<file path="src/rtl/axi_llc_data_line_seq.sv">
// Line-level sequencer in front of the single-port LLC data SRAM.
// A line request is split into BeatsPerLine word accesses. Read data is
// tracked through the SRAM latency and lands in a response FIFO. Reads are
// only issued while the FIFO has room for them, so backpressure never drops data.
//
// state | meaning
// IDLE  | waiting for a line request (req_ready_o=1)
// WRITE | one SRAM write per accepted write beat
// READ  | one SRAM read per cycle while response credit is available
module axi_llc_data_line_seq #(
  parameter  int NumWords     = 1024,
  parameter  int DataWidth    = 128,
  parameter  int ByteWidth    = 8,
  parameter  int Latency      = 1,
  parameter  int BeatsPerLine = 4,
  parameter  int RspDepth     = 2,
  localparam int AddrWidth    = $clog2(NumWords),
  localparam int BeWidth      = (DataWidth + ByteWidth - 1) / ByteWidth,
  localparam int BeatW        = $clog2(BeatsPerLine),
  localparam int LineW        = AddrWidth - BeatW
) (
  input  logic                 clk_i,
  input  logic                 rst_i,
  input  logic                 req_valid_i,
  output logic                 req_ready_o,
  input  logic                 req_we_i,
  input  logic [LineW-1:0]     req_line_i,
  input  logic                 wdata_valid_i,
  output logic                 wdata_ready_o,
  input  logic [DataWidth-1:0] wdata_i,
  input  logic [BeWidth-1:0]   wbe_i,
  output logic                 rdata_valid_o,
  input  logic                 rdata_ready_i,
  output logic [DataWidth-1:0] rdata_o,
  output logic                 rdata_last_o,
  output logic                 sram_req_o,
  output logic                 sram_we_o,
  output logic [AddrWidth-1:0] sram_addr_o,
  output logic [DataWidth-1:0] sram_wdata_o,
  output logic [BeWidth-1:0]   sram_be_o,
  input  logic [DataWidth-1:0] sram_rdata_i,
  output logic                 busy_o
);

  localparam int PtrW = (RspDepth > 1) ? $clog2(RspDepth) : 1;
  localparam int CntW = $clog2(RspDepth + 1);
  localparam int InfW = $clog2(Latency + 1);
  localparam int OccW = $clog2(RspDepth + Latency + 1);

  typedef enum logic [1:0] {IDLE, WRITE, READ} state_e;

  state_e             state_q, state_d;
  logic [LineW-1:0]   line_q;
  logic [BeatW-1:0]   beat_q;
  logic               beat_last;
  logic               req_ready, wdata_ready, accept, wr_issue, rd_issue;

  logic [Latency-1:0] pipe_valid, pipe_last;
  logic [InfW-1:0]    inflight;
  logic [OccW-1:0]    occupancy;
  logic               credit_ok;

  logic [DataWidth-1:0] fifo_data [RspDepth];
  logic [RspDepth-1:0]  fifo_last;
  logic [PtrW-1:0]      wr_ptr, rd_ptr;
  logic [CntW-1:0]      fifo_cnt;
  logic                 fifo_nonempty, push, pop;

  function automatic logic [PtrW-1:0] ptr_inc(input logic [PtrW-1:0] p);
    return (p == PtrW'(RspDepth - 1)) ? '0 : p + PtrW'(1);
  endfunction

  assign beat_last = (beat_q == BeatW'(BeatsPerLine - 1));

  // Reads in flight plus beats already buffered; a read is only issued when
  // its beat is guaranteed a FIFO slot. A pop frees credit on the next cycle.
  always_comb begin
    inflight = '0;
    for (int i = 0; i < Latency; i++) inflight = inflight + InfW'(pipe_valid[i]);
  end

  assign occupancy = OccW'(fifo_cnt) + OccW'(inflight);
  assign credit_ok = occupancy < OccW'(RspDepth);

  // Next-state and per-cycle issue decisions.
  always_comb begin
    state_d     = state_q;
    req_ready   = 1'b0;
    wdata_ready = 1'b0;
    accept      = 1'b0;
    wr_issue    = 1'b0;
    rd_issue    = 1'b0;
    case (state_q)
      IDLE: begin
        req_ready = 1'b1;
        if (req_valid_i) begin
          accept  = 1'b1;
          state_d = req_we_i ? WRITE : READ;
        end
      end
      WRITE: begin
        wdata_ready = 1'b1;
        if (wdata_valid_i) begin
          wr_issue = 1'b1;
          if (beat_last) state_d = IDLE;
        end
      end
      READ: begin
        if (credit_ok) begin
          rd_issue = 1'b1;
          if (beat_last) state_d = IDLE;
        end
      end
      default: state_d = IDLE;
    endcase
  end

  // State, latched line index and beat counter.
  always_ff @(posedge clk_i) begin
    if (rst_i) begin
      state_q <= IDLE;
      line_q  <= '0;
      beat_q  <= '0;
    end else begin
      state_q <= state_d;
      if (accept) begin
        line_q <= req_line_i;
        beat_q <= '0;
      end else if (wr_issue || rd_issue) begin
        beat_q <= beat_q + BeatW'(1);
      end
    end
  end

  // Shift register tracking each read (and its last flag) through the SRAM latency.
  always_ff @(posedge clk_i) begin
    if (rst_i) begin
      pipe_valid <= '0;
      pipe_last  <= '0;
    end else begin
      pipe_valid[0] <= rd_issue;
      pipe_last[0]  <= rd_issue & beat_last;
      for (int i = 1; i < Latency; i++) begin
        pipe_valid[i] <= pipe_valid[i-1];
        pipe_last[i]  <= pipe_last[i-1];
      end
    end
  end

  assign push          = pipe_valid[Latency-1];
  assign fifo_nonempty = (fifo_cnt != '0);
  assign pop           = fifo_nonempty & rdata_ready_i;

  // Response FIFO; storage is left unreset since only valid entries are visible.
  always_ff @(posedge clk_i) begin
    if (rst_i) begin
      wr_ptr   <= '0;
      rd_ptr   <= '0;
      fifo_cnt <= '0;
    end else begin
      if (push) begin
        fifo_data[wr_ptr] <= sram_rdata_i;
        fifo_last[wr_ptr] <= pipe_last[Latency-1];
        wr_ptr            <= ptr_inc(wr_ptr);
      end
      if (pop) rd_ptr <= ptr_inc(rd_ptr);
      if (push && !pop)      fifo_cnt <= fifo_cnt + CntW'(1);
      else if (!push && pop) fifo_cnt <= fifo_cnt - CntW'(1);
    end
  end

  // Every output is forced low while reset is held.
  assign req_ready_o   = req_ready & ~rst_i;
  assign wdata_ready_o = wdata_ready & ~rst_i;
  assign sram_req_o    = (wr_issue | rd_issue) & ~rst_i;
  assign sram_we_o     = wr_issue & ~rst_i;
  assign sram_addr_o   = rst_i ? '0 : {line_q, beat_q};
  assign sram_wdata_o  = rst_i ? '0 : wdata_i;
  assign sram_be_o     = (wr_issue && !rst_i) ? wbe_i : '0;
  assign rdata_valid_o = fifo_nonempty & ~rst_i;
  assign rdata_o       = rdata_valid_o ? fifo_data[rd_ptr] : '0;
  assign rdata_last_o  = rdata_valid_o & fifo_last[rd_ptr];
  assign busy_o        = ~rst_i & ((state_q != IDLE) | (inflight != '0) | fifo_nonempty);

endmodule

</file>
<file path="config.mk">
export PLATFORM = sky130hd
export DESIGN_NAME = axi_llc_data_line_seq
export DESIGN_NICKNAME = d
export VERILOG_FILES = /design/src/rtl/axi_llc_data_line_seq.sv
export SDC_FILE = /design/constraint.sdc
export NUM_CORES = 1
export LEC_CHECK = 0
export ABC_AREA = 1
export CORE_AREA = 5 5 223 225
export DETAILED_ROUTE_END_ITERATION = 7
export DIE_AREA = 0 0 228 230
export REMOVE_ABC_BUFFERS = 1
export SETUP_SLACK_MARGIN = 0.15
export SYNTH_ARGS = -nofsm -noshare
export SYNTH_HDL_FRONTEND = slang
export SYNTH_SLANG_ARGS = --single-unit
export TNS_END_PERCENT = 50
</file>
<file path="constraint.sdc">
create_clock -name clk_i -period 21.1 [get_ports clk_i]
set_input_delay 4.22 -clock clk_i [delete_from_list [all_inputs] [get_ports clk_i]]
set_output_delay 4.22 -clock clk_i [all_outputs]
set_load 0.01 [all_outputs]
</file>
==> run metrics <==
Crit Path Class input pin to primary output; H-Tree Level Count 1; # rows 80; Mapped Cells 1114; Period Utilization, post-route 0.529; post-synthesis mux area share 0.145; CTS tree yes; CTS buffer count 30; post-cts hold buffer count 0; DP Wirelength about 43 mm; Synth Area in Simple Gates 0.0945; most frequent cells in the layout clkdlybuf4s50_1, inv_1, edfxtp_1, nor2_1, nand2_1; post-synthesis sequential area ratio 0.621; DR DRC count 0; grt total ovfl 0; synth top area cells edfxtp_1, mux2_4, inv_1; Final Max Slew Viols 0; number of port buffers about 570; Logic pwr share 0.315; clock share of power 0.295; final core utilization 0.425; total number of vias around 10k; first-pass GRT wire length around 77 mm; routability cong. roughly 0.97; Yosys top cell area share 0.592; # nets final about 2.0k; setup bufs post-CTS 0; crit path max fanout 82; Fin Clk Skew 0.00897 ns; Initial Utilization 0.277; Compound-Gate Fraction of Synth Area 0.0127; worst vdd rail ir drop about 0.04 mV; chip height between 200 and 250 um; Setup Total Neg Slack 0 ns; unrepaired setup endpoints after global routing false; sequential share of power 0.390; post_cts resized 0; CP Launch Type input pin; cell-internal power 0.00119 W; Vias/cell approximately 4.3; commonest non-fill, non-tap cell in the layout clkdlybuf4s50_1; Worst EP required 16.88 ns; status finished, final reports clean; Sw Pwr 0.000478 W; largest family of logic cells by synthesized area multiplexers; post-synth cell types 23; Rel. slew slack 0.256; critical path arrival between 6 and 7 ns; Final Hold Viols 0; Avg WL per Cell between 20 and 25 um; fin crit period approximately 11 ns; Hold WC Path Type flop to flop; initial antenna violation count 6; syn_area_per_cell between 10 and 15 um^2; Crit. End Element primary output; Post-Synth XOR/XNOR Area 0; layout cells sized above 1 0.108; max_cap viols 0; Synthesis Warnings 0; first drt pass iteration count 6; Reg clk slew, reported paths around 0.060 ns; Root Buffer clkbuf_16; maximum buffer depth of the clock tree 3; Placed Area a little under 0.02 mm^2; Ports around 580; vias in the first global route around 11k; die width ~230 um; Filler cells 4584; Pwr Density roughly 83 mW/mm^2; core area roughly 0.047 mm^2; Peak Freq around 90 MHz; Slew @ Worst Pin between 1 and 1.5 ns; Routed Wire Length around 54 mm; largest area contributor in the netlist edfxtp_1; CTS Sinks between 200 and 300; full die area ~0.052 mm^2; ANT nets after route 0; mapped cell area about 0.013 mm^2; Final Cell Area around 0.020 mm^2; adder-cell share of the synthesized area 0.00478; leak pwr about 8.7 nW; Seq cells post-synth around 280; Sw Share 0.287; GRT Overall Usage 0.199; clock latency on the worst-skew pair 0.56 ns; initial DRC count between 500 and 600; Setup-failing EPs final 0; area added between synthesis and finish 53.8%; largest net degree at the start of global routing 83
state kept, by name, summed over array words and instances (netlist names), named ones only:
register	count
fifo_data	256
fifo_last	2
pipe_last	1
state_q	2
fifo_cnt	2
wr_ptr	1
beat_q	2
rd_ptr	1
line_q	8
pipe_valid	1
worst max-delay path, cell delays in order:
cell	delay, ns
buf_4	0.31
nor2_4	0.24
buf_4	0.46
buf_4	0.71
nand2_1	0.14
inv_1	0.09
clkdlybuf4s50_1	0.54
synth_stat cells, drive strengths merged:
cell type / instances
nor3: 1
nand2: 150
nor2: 165
ha: 5
nand3: 6
mux2: 128
a31oi: 1
inv: 300
buf: 47
a21oi: 19
o21ai: 13
or2: 2
edfxtp: 258
dfxtp: 19
path summary, 6_finish.rpt:
check	slack, ns	end	from	cells after the start
max	9.94	rdata_o[41]	rst_i	7
max reg2reg	18.35	fifo_data[1][117]	pipe_valid	4
min reg2reg	0.45	fifo_last[1]	pipe_last	0
min	0.45	fifo_last[1]	pipe_last	0
per-layer routing:
| metal | GRT usage | vias to the layer above | part of all wire |
|---|---|---|---|
| met1 | 0.210 | 4935 | 0.36 |
| met2 | 0.375 | 402 | 0.53 |
| li1 | - | 4606 | - |
| met3 | 0.0698 | 53 | 0.085 |
| met5 | 0 | - | 0 |
| met4 | 0.0586 | 0 | 0.029 |
final cells by class:
cell class	count	area [um^2]	area share
Multi-Input combinational cell	490	3370	0.167
Sequential cell	277	8130	0.404
Antenna cell	3	7.51	0.000373
Tap cell	615	769	0.0382
Timing Repair Buffer	584	5820	0.289
Inverter	300	1130	0.0559
Clock inverter	18	113	0.00559
Clock buffer	38	802	0.0398
stage by stage:
stage | setup WS, ns | total power [W] | hold slack, ns | std cells
2_1_floorplan | 7.20 | 0.000957 | 0.404 | 1067
3_3_place_gp | 9.89 | 0.00119 | 0.413 | 2266
3_5_place_dp | 9.83 | 0.00119 | 0.427 | 2266
4_1_cts | 9.82 | 0.00169 | 0.446 | 2322
5_1_grt | 9.67 | 0.00175 | 0.463 | 2325
6_report | 9.94 | 0.00167 | 0.449 | 2325
cells by family after synthesis:
| group | after synthesis |
|---|---|
| flops | 277 |
| compound gates | 33 |
| buf+inv | 347 |
| simple gates | 324 |
| fa+ha+maj | 5 |
| mux | 128 |
power groups by stage:
stage               sequential (W)  combinational [W]  clock, W
global route              0.000652           0.000565  0.000535
CTS                       0.000650           0.000535  0.000510
detailed placement        0.000662           0.000531         0
finish                    0.000649           0.000525  0.000492
global placement          0.000660           0.000527         0
floorplan                 0.000682           0.000276         0
(Power assumes the default switching activity.)
